## src/rtl/seq_pattern_gen.sv

```systemverilog
// seq_pattern_gen: serial bit-pattern transmitter.
// Captures a pattern word on start and shifts it out MSB-first (bit Leff-1 first),
// one bit per clock on x. Frames repeat rpt+1 times with GAP idle cycles between
// them. A one-cycle done pulse follows the final frame. All outputs are registered.
//
// Optional feature macro: SEQ_GEN_PARITY_EN
//   When defined, each frame carries a trailing even-parity bit (XOR of the data bits)
//   and frame_end marks that parity bit instead of the last data bit.
//
// Ports:
//   clk        rising-edge clock
//   rst        synchronous active-high reset
//   start      transmit request, honoured only while ready=1
//   pattern    W-bit data word, bit Leff-1 sent first
//   len        frame length in bits (0 -> 1, >W -> W)
//   rpt        extra repetitions, total frames = rpt+1
//   ready      high while idle
//   x          serial data bit
//   x_valid    x carries a frame bit
//   frame_end  marks the last bit of each frame
//   done       one-cycle pulse after the final frame
module seq_pattern_gen #(
  parameter int unsigned W     = 8,
  parameter int unsigned LW    = 4,
  parameter int unsigned CNT_W = 4,
  parameter int unsigned GAP   = 0
) (
  input  logic             clk,
  input  logic             rst,
  input  logic             start,
  input  logic [W-1:0]     pattern,
  input  logic [LW-1:0]    len,
  input  logic [CNT_W-1:0] rpt,
  output logic             ready,
  output logic             x,
  output logic             x_valid,
  output logic             frame_end,
  output logic             done
);

  localparam int unsigned GW = (GAP > 1) ? $clog2(GAP) : 1;

  typedef enum logic [1:0] {StIdle, StSend, StGap, StDone} state_e;

  state_e           state_q, state_d;
  logic [W-1:0]     pat_q, pat_d;
  logic [LW-1:0]    leff_q, leff_d, leff_c;
  logic [LW-1:0]    idx_q, idx_d;
  logic [CNT_W-1:0] frm_q, frm_d;   // frames still to send after the current one
  logic [GW-1:0]    gcnt_q, gcnt_d;
  logic             last_bit;
  logic             ready_d, x_d, x_valid_d, frame_end_d, done_d;
  logic [W-1:0]     shifted;
`ifdef SEQ_GEN_PARITY_EN
  logic             par_q, par_d;   // current SEND cycle is the parity bit
  logic [W-1:0]     par_mask;
  logic             par_bit;
`endif

  // Effective length, clamped at capture time.
  always_comb begin
    leff_c = len;
    if (len == '0) begin
      leff_c = LW'(1);
    end else if (len > LW'(W)) begin
      leff_c = LW'(W);
    end
  end

`ifdef SEQ_GEN_PARITY_EN
  assign last_bit = par_q;
`else
  assign last_bit = (idx_q == '0);
`endif

  // State and output registers.
  always_ff @(posedge clk) begin
    if (rst) begin
      state_q   <= StIdle;
      pat_q     <= '0;
      leff_q    <= '0;
      idx_q     <= '0;
      frm_q     <= '0;
      gcnt_q    <= '0;
      ready     <= 1'b1;
      x         <= 1'b0;
      x_valid   <= 1'b0;
      frame_end <= 1'b0;
      done      <= 1'b0;
`ifdef SEQ_GEN_PARITY_EN
      par_q     <= 1'b0;
`endif
    end else begin
      state_q   <= state_d;
      pat_q     <= pat_d;
      leff_q    <= leff_d;
      idx_q     <= idx_d;
      frm_q     <= frm_d;
      gcnt_q    <= gcnt_d;
      ready     <= ready_d;
      x         <= x_d;
      x_valid   <= x_valid_d;
      frame_end <= frame_end_d;
      done      <= done_d;
`ifdef SEQ_GEN_PARITY_EN
      par_q     <= par_d;
`endif
    end
  end

  // Next-state logic.
  always_comb begin
    state_d = state_q;
    pat_d   = pat_q;
    leff_d  = leff_q;
    idx_d   = idx_q;
    frm_d   = frm_q;
    gcnt_d  = gcnt_q;
`ifdef SEQ_GEN_PARITY_EN
    par_d   = par_q;
`endif
    unique case (state_q)
      StIdle: begin
        if (start) begin
          state_d = StSend;
          pat_d   = pattern;
          leff_d  = leff_c;
          idx_d   = leff_c - LW'(1);
          frm_d   = rpt;
`ifdef SEQ_GEN_PARITY_EN
          par_d   = 1'b0;
`endif
        end
      end
      StSend: begin
        if (!last_bit) begin
`ifdef SEQ_GEN_PARITY_EN
          if (idx_q == '0) begin
            par_d = 1'b1;
          end else begin
            idx_d = idx_q - LW'(1);
          end
`else
          idx_d = idx_q - LW'(1);
`endif
        end else begin
`ifdef SEQ_GEN_PARITY_EN
          par_d = 1'b0;
`endif
          idx_d = leff_q - LW'(1);
          // Count remaining frames down rather than up so rpt at max never wraps.
          if (frm_q != '0) begin
            frm_d = frm_q - CNT_W'(1);
            if (GAP > 0) begin
              state_d = StGap;
              gcnt_d  = GW'(GAP - 1);
            end
          end else begin
            state_d = StDone;
          end
        end
      end
      StGap: begin
        if (gcnt_q == '0) begin
          state_d = StSend;
        end else begin
          gcnt_d = gcnt_q - GW'(1);
        end
      end
      StDone: begin
        state_d = StIdle;
      end
      default: begin
        state_d = StIdle;
      end
    endcase
  end

  // Output decode from the next state, so the registered outputs line up with state_q.
  always_comb begin
    shifted     = pat_d >> idx_d;
    ready_d     = (state_d == StIdle);
    x_valid_d   = (state_d == StSend);
    done_d      = (state_d == StDone);
`ifdef SEQ_GEN_PARITY_EN
    // Shifting by W yields 0, so the mask becomes all ones for Leff == W.
    par_mask    = (W'(1) << leff_d) - W'(1);
    par_bit     = ^(pat_d & par_mask);
    x_d         = x_valid_d & (par_d ? par_bit : shifted[0]);
    frame_end_d = x_valid_d & par_d;
`else
    x_d         = x_valid_d & shifted[0];
    frame_end_d = x_valid_d & (idx_d == '0);
`endif
  end

endmodule

```

## config.mk

```make
export PLATFORM = sky130hd
export DESIGN_NAME = seq_pattern_gen
export DESIGN_NICKNAME = d
export VERILOG_FILES = /design/src/rtl/seq_pattern_gen.sv
export SDC_FILE = /design/constraint.sdc
export NUM_CORES = 1
export LEC_CHECK = 0
export ABC_AREA = 1
export CAP_MARGIN = 20
export CORE_MARGIN = 1.5
export CORE_UTILIZATION = 36
export CTS_CLUSTER_SIZE = 20
export DETAILED_ROUTE_END_ITERATION = 16
export GPL_ROUTABILITY_DRIVEN = 0
export PLACE_DENSITY = 0.59
export SLEW_MARGIN = 20
export SYNTH_ARGS = -nofsm -noshare
export SYNTH_HDL_FRONTEND = slang
export SYNTH_SLANG_ARGS = --single-unit
```

## constraint.sdc

```tcl
create_clock -name clk -period 4.1 [get_ports clk]
set_input_delay 0.41 -clock clk [delete_from_list [all_inputs] [get_ports clk]]
set_output_delay 0.41 -clock clk [all_outputs]
set_load 0.05 [all_outputs]
```

==> metrics.cfg, run 1 <==
[power_and_ir_drop]
ir_drop_v=0.000184
p_sw_share_pct=36.0
seqPwrFrac_pct=42.5
finalPower_uw=723
p_sw_uw=260
intPower_uw=463
power.density_mw_per_mm2=410
power_leakage_uw=0.000825
clock_power_share_pct=21.3
pwr-share-comb_pct=36.2

[finish]
fin_util_pct=47.1
area_delta_synth_final_pct=22.3
nets=250
final_cell_mix=nand2_1, nor2_1, inv_1
fillCellCount=416
drive_gt1_share_pct=9.78
num_antenna_cells=0
layout_commonest_cell=nand2_1

[placed_design]
io_buffers=23
dpl.hpwl_mm=2.11

[floorplan]
dieArea_mm2=0.00439
core_area_mm2=0.00374
ios=24
die-width_um=66.3
dieHeight_um=66.3
rows=22
initial_core_util_pct=38.5

[sta]
slew_headroom_pct=54.1
clock_skew_ns=0.00216
grt_setup_unrepaired=false
hold-worst-slack_ns=0.480
hold_viol_final=0
slew_violations=0
fmax_mhz=510
setup_viol_count_final=0
fin_crit_sh_pct=47.8
fin_crit_ns=1.96
tns_ns=0
tightest_slew_ns=0.686

[synth]
syn_area_mm2=0.00144
synth.area.top_cells=dfxtp_1, nand2_1, nor2_1
yosysTopAreaCellShare_pct=37.5
ys_seq_area_share_pct=37.5
synth_nets=225
yosysWarnings=0
yosys.area.top_type=dfxtp_1
syn_inst=201
synth-seq-cells=27
syn_avg_cell_area_um2=7.17
synth_cell_types=33

[cts]
postCtsHoldBufs=0
tritoncts=yes
numClockSinks=27
cts_resized=0
postCtsSetupBuffers=0
clock_latency_ns=0.28
numCtsBuffers=3
cts_root_buf=clkbuf_8
clkSlewWorstSetupHoldPaths_ns=0.09
clk_path_buf_depth=2
cts_htree_levels=1

[setup_path]
cp-start-kind=primary input
timing.rr.end=x
crit_fanout=5
cp.required_ns=4.28
worst_path_largest_cell_delay_ns=0.48
crit_top_cell=nand2_1
cp-end-kind=flip-flop
crit_chain=clkdlybuf4s50_1 > o31ai_1 > nand2_1 > ha_1 > o22a_1 > o21ai_2 > inv_1 > nand3_1 > nand3b_1 > nand2_1 > nor2_1
timing.reg2reg.setup_slack_ns=2.21
worst-r2r-cell-count=11
cp_slowest_cell=clkdlybuf4s50_1
rr_startpoint=state_q[1]
critPathArrivalTime_ns=2.14
worstSetupPathType=in2reg

[drt]
dr_total_vias=1279
drt.antenna.violating_nets=0
wirelength_mm=2.75
drc=0
drtIter0Drc=57
routedWlPerCell_um=10.1
dr.pass1.iters=4
viasPerCell=4.68

[global_routing]
grt_antenna_before_repair=0
grt_pass1_vias=1134
grt_usage_pct=14.1
grt_pass1_wl_mm=4.74
overflow=0
grt_max_degree=18

[min_path]
hp-class=reg2reg
hold_end=frm_q[1]
hold_path_depth=2
worstHoldStart=frm_q[1]

[flow_run]
maxCapViolations=0

[status]
status=finished, final reports clean

==> final cells by class <==
cell class | instances | area (um2) | share of cell area, %
multi-input cells | 138 | 758 | 43.0
inverters | 33 | 128 | 7.24
well taps | 48 | 60.1 | 3.41
flip-flops and latches | 27 | 541 | 30.7
repair buffers | 23 | 230 | 13.1
clock buffers | 3 | 41.3 | 2.34
clock inverters | 1 | 5.00 | 0.284
==> routing by layer <==
| layer | vias to the layer above | global-route usage [%] | routed length (um) |
|---|---|---|---|
| met4 | 0 | 3.06 | 27 |
| met2 | 15 | 25.0 | 1310 |
| met3 | 5 | 4.09 | 85 |
| met5 | - | 0 | 0 |
| met1 | 568 | 16.6 | 1330 |
| li1 | 691 | - | - |
==> registers in the layout, summed over array words and instances, names as in the netlist <==
signal and count:
done 1, leff_q 4, frm_q 4, pat_q 8
ready 1, x_valid 1, frame_end 1, x 1
state_q 2, idx_q 4
==> critical path: cells and delay by family <==
family                   cells  cell delay (ns)
adder cells (fa/ha/maj)      1             0.28
AND/OR/NAND/NOR              5             0.36
AO/OA/AOI/OAI                3             0.51
buffers and inverters        2             0.57
==> cell usage after synthesis <==
master	n
a211oi_1	1
nand4_1	4
nor2_4	1
o31ai_1	1
ha_1	5
nand2_2	1
inv_2	2
a31oi_1	1
nand3_1	10
o21ai_0	15
nand2_1	35
o22ai_2	1
inv_1	29
clkbuf_1	2
nand3b_1	1
o21ai_2	2
nor2_2	3
a21boi_0	1
nand3_4	1
a21oi_1	9
dfxtp_1	27
nor2_1	32
xor2_1	1
inv_4	1
nand2_4	3
clkinv_2	1
o211ai_1	1
o21ai_1	1
mux2i_1	4
buf_4	1
nand3_2	2
nor3_1	1
o22a_1	1
==> how the worst max path moves through the flow <==
| stage | start | slack, ns | cells after the start | end |
|---|---|---|---|---|
| CTS | len[2] | 2.14 | 11 | x |
| finish | len[2] | 2.14 | 11 | x |
| global route | len[2] | 1.94 | 11 | x |
| floorplan | idx_q[0] | 2.42 | 12 | x |
| detailed placement | len[2] | 1.85 | 11 | x |
| global placement | len[0] | 1.89 | 11 | x |
==> per-stage QoR <==
stage / instance area, um2 / std cells / worst slack, ns
after floorplan: 1440 / 201 / 2.42
after global placement: 1720 / 269 / 1.89
after detailed placement: 1720 / 269 / 1.85
after CTS: 1760 / 273 / 2.14
after global routing: 1760 / 273 / 1.94
final: 1760 / 273 / 2.14
==> power by group through the flow <==
stage / registers (uW) / logic [uW] / clock network, uW
after floorplan: 330 / 183 / 0
final: 307 / 262 / 154
after detailed placement: 314 / 265 / 0
after global placement: 314 / 265 / 0
after CTS: 308 / 266 / 159
after global routing: 311 / 299 / 171
==> cell families (layout without fill, tap and decap cells) <==
| family | Yosys count | after routing | share of synthesized area (%) |
|---|---|---|---|
| multiplexers | 4 | 4 | 2.78 |
| adder cells (fa/ha/maj) | 5 | 5 | 4.34 |
| AND/OR/NAND/NOR | 94 | 94 | 31.0 |
| buffers and inverters | 36 | 60 | 9.90 |
| AO/OA/AOI/OAI | 34 | 34 | 13.9 |
| XOR/XNOR | 1 | 1 | 0.608 |
| flip-flops | 27 | 27 | 37.5 |
Power figures use the tool's default switching activity.
==> run 2: changes to the inputs <==
- clock period: 4.1 -> 1.9 ns (I/O delays scaled with it)
==> run 2 against run 1 <==
  * Hold slack lost 0.0039 ns
  * Highest routed layer unchanged
  * Sequential share of layout area down 1.8 points
  * Critical path type is now reg2reg
  * Cell area increased by 7.0%
  * Register-to-register slack worse by 2.1 ns
  * Die area did not move
  * Cell count up 4.8%
  * Setup slack worse by 2.0 ns
  * Power increased by 130%
  * Largest power group unchanged
  * Via count rose by 3.3%
==> metrics.cfg, run 2 (synthesis results as in run 1) <==
[status]
status=finished, final reports clean

[finish]
regMostFlops=pat_q
drive_gt1_share_pct=16.8
largest_register_ffs=8
final_cell_mix=nand2_1, nor2_1, inv_1
num_antenna_cells=0
nets=263
layout_commonest_cell=nand2_1
fillCellCount=384
area_delta_synth_final_pct=30.9

[sta]
fin_crit_sh_pct=93.2
setup_viol_count_final=0
setup_ws_ns=0.130
fmax_mhz=565
slew_violations=0
clock_skew_ns=0.00545
slew_headroom_pct=67.0
fin_crit_ns=1.77
tns_ns=0
hold_viol_final=0
tightest_slew_ns=0.493

[setup_path]
cp-start-kind=flip-flop
cp-end-kind=flip-flop
crit_fanout=4
critPathArrivalTime_ns=1.95
crit_top_cell=nand2_1
critPathTopFamily=simple AND/OR/NAND/NOR gates
cp_slowest_cell=dfxtp_2
crit_buf_inv=2
worstSetupPathType=reg2reg
worst_path_largest_cell_delay_ns=0.35
crit_chain=nor2_4 > nand3_2 > nand2_1 > inv_1 > ha_1 > o22a_1 > o21ai_2 > inv_2 > nand3_1 > nand3b_1 > nand2_1 > nor2_1
cp.required_ns=2.08

[power_and_ir_drop]
p_sw_share_pct=36.0
p_sw_uw=588
ir_drop_v=0.000400
seqPwrFrac_pct=40.8
pwr-share-comb_pct=38.9
power_leakage_uw=0.000890
intPower_uw=1050
clock_power_share_pct=20.3
power.density_mw_per_mm2=867

[flow_run]
maxCapViolations=0

[drt]
dr.pass1.iters=4
viasPerCell=4.62
wirelength_mm=2.95
drc=0
dr_total_vias=1321
drtIter0Drc=66
drt.antenna.violating_nets=0
routedWlPerCell_um=10.3

[cts]
tritoncts=yes
numCtsBuffers=3
clkSlewWorstSetupHoldPaths_ns=0.10
numClockSinks=27
cts_root_buf=clkbuf_8
clock_latency_ns=0.27
postCtsHoldBufs=0
cts_htree_levels=1
clk_path_buf_depth=2

[global_routing]
grt_pass1_wl_mm=5.04
grt_max_degree=17
grt_usage_pct=15.0
grt_antenna_before_repair=0
grt_pass1_vias=1223
overflow=0

[floorplan]
dieHeight_um=66.3
die-width_um=66.3
dieArea_mm2=0.00439
core_area_mm2=0.00374
ios=24
initial_core_util_pct=38.5
rows=22

[placed_design]
io_buffers=23
dpl.hpwl_mm=2.23
pre_cts_ws_ns=-0.120

[min_path]
hp-class=reg2reg

run 2: changes by cell type in the layout (fill, tap and decap cells not counted), sizes merged:
cell / change
buf: +13
clkinvlp: +1
clkinv: -1
run 2: through the flow:
| stage | hold WS [ns] | instances | area [um2] | power [uW] | utilization, % |
|---|---|---|---|---|---|
| global placement | 0.465 | 279 | 1790 | 1280 | 47.9 |
| floorplan | 0.350 | 201 | 1440 | 1110 | - |
| CTS | 0.482 | 283 | 1840 | 1620 | 49.2 |
| detailed placement | 0.467 | 279 | 1790 | 1280 | 47.9 |
| finish | 0.476 | 286 | 1890 | 1640 | 50.4 |
| global route | 0.512 | 286 | 1890 | 1770 | 50.4 |
run 2: power groups by stage:
stage	Clock [uW]	Combinational [uW]	Sequential, uW
after floorplan	0	395	711
after global placement	0	604	674
after detailed placement	0	606	674
after CTS	351	608	661
after global routing	377	724	673
final	333	636	667
run 2: path summary, 6_finish.rpt:
| kind | start | endpoint | slack (ns) | depth (start not counted) |
|---|---|---|---|---|
| hold reg to reg | frm_q[1] | frm_q[1] | 0.48 | 2 |
| setup / recovery | idx_q[3] | x | 0.13 | 12 |
| setup reg to reg | idx_q[3] | x | 0.13 | 12 |
| hold / removal | frm_q[1] | frm_q[1] | 0.48 | 2 |
run 2: cell type report:
| cell class | instances | area, um2 | area share [%] |
|---|---|---|---|
| inverters | 33 | 128 | 6.76 |
| multi-input cells | 138 | 778 | 41.2 |
| flip-flops and latches | 27 | 544 | 28.8 |
| clock inverters | 1 | 7.51 | 0.398 |
| clock buffers | 3 | 41.3 | 2.19 |
| repair buffers | 36 | 328 | 17.4 |
| well taps | 48 | 60.1 | 3.18 |
run 2: layer usage:
metal	vias to the layer above	wire, um	global-route usage (%)
li1	717	-	-
met1	570	1400	18.3
met2	28	1420	25.4
met3	6	107	4.26
met4	0	23	4.59
met5	-	0	0
run 2: worst register-to-register path, cell delays in order (launching register included):
cell and delay [ns]:
dfxtp_2 0.35, nor2_4 0.14, nand3_2 0.10, nand2_1 0.07
inv_1 0.06, ha_1 0.30, o22a_1 0.21, o21ai_2 0.10
inv_2 0.07, nand3_1 0.09, nand3b_1 0.08, nand2_1 0.07
nor2_1 0.04
run 2: timing repair:
action,in CTS,in global routing
setup buffers,0,3
endpoints found under the hold margin,0,0
setup endpoints to repair,0,2
resized for setup,0,8
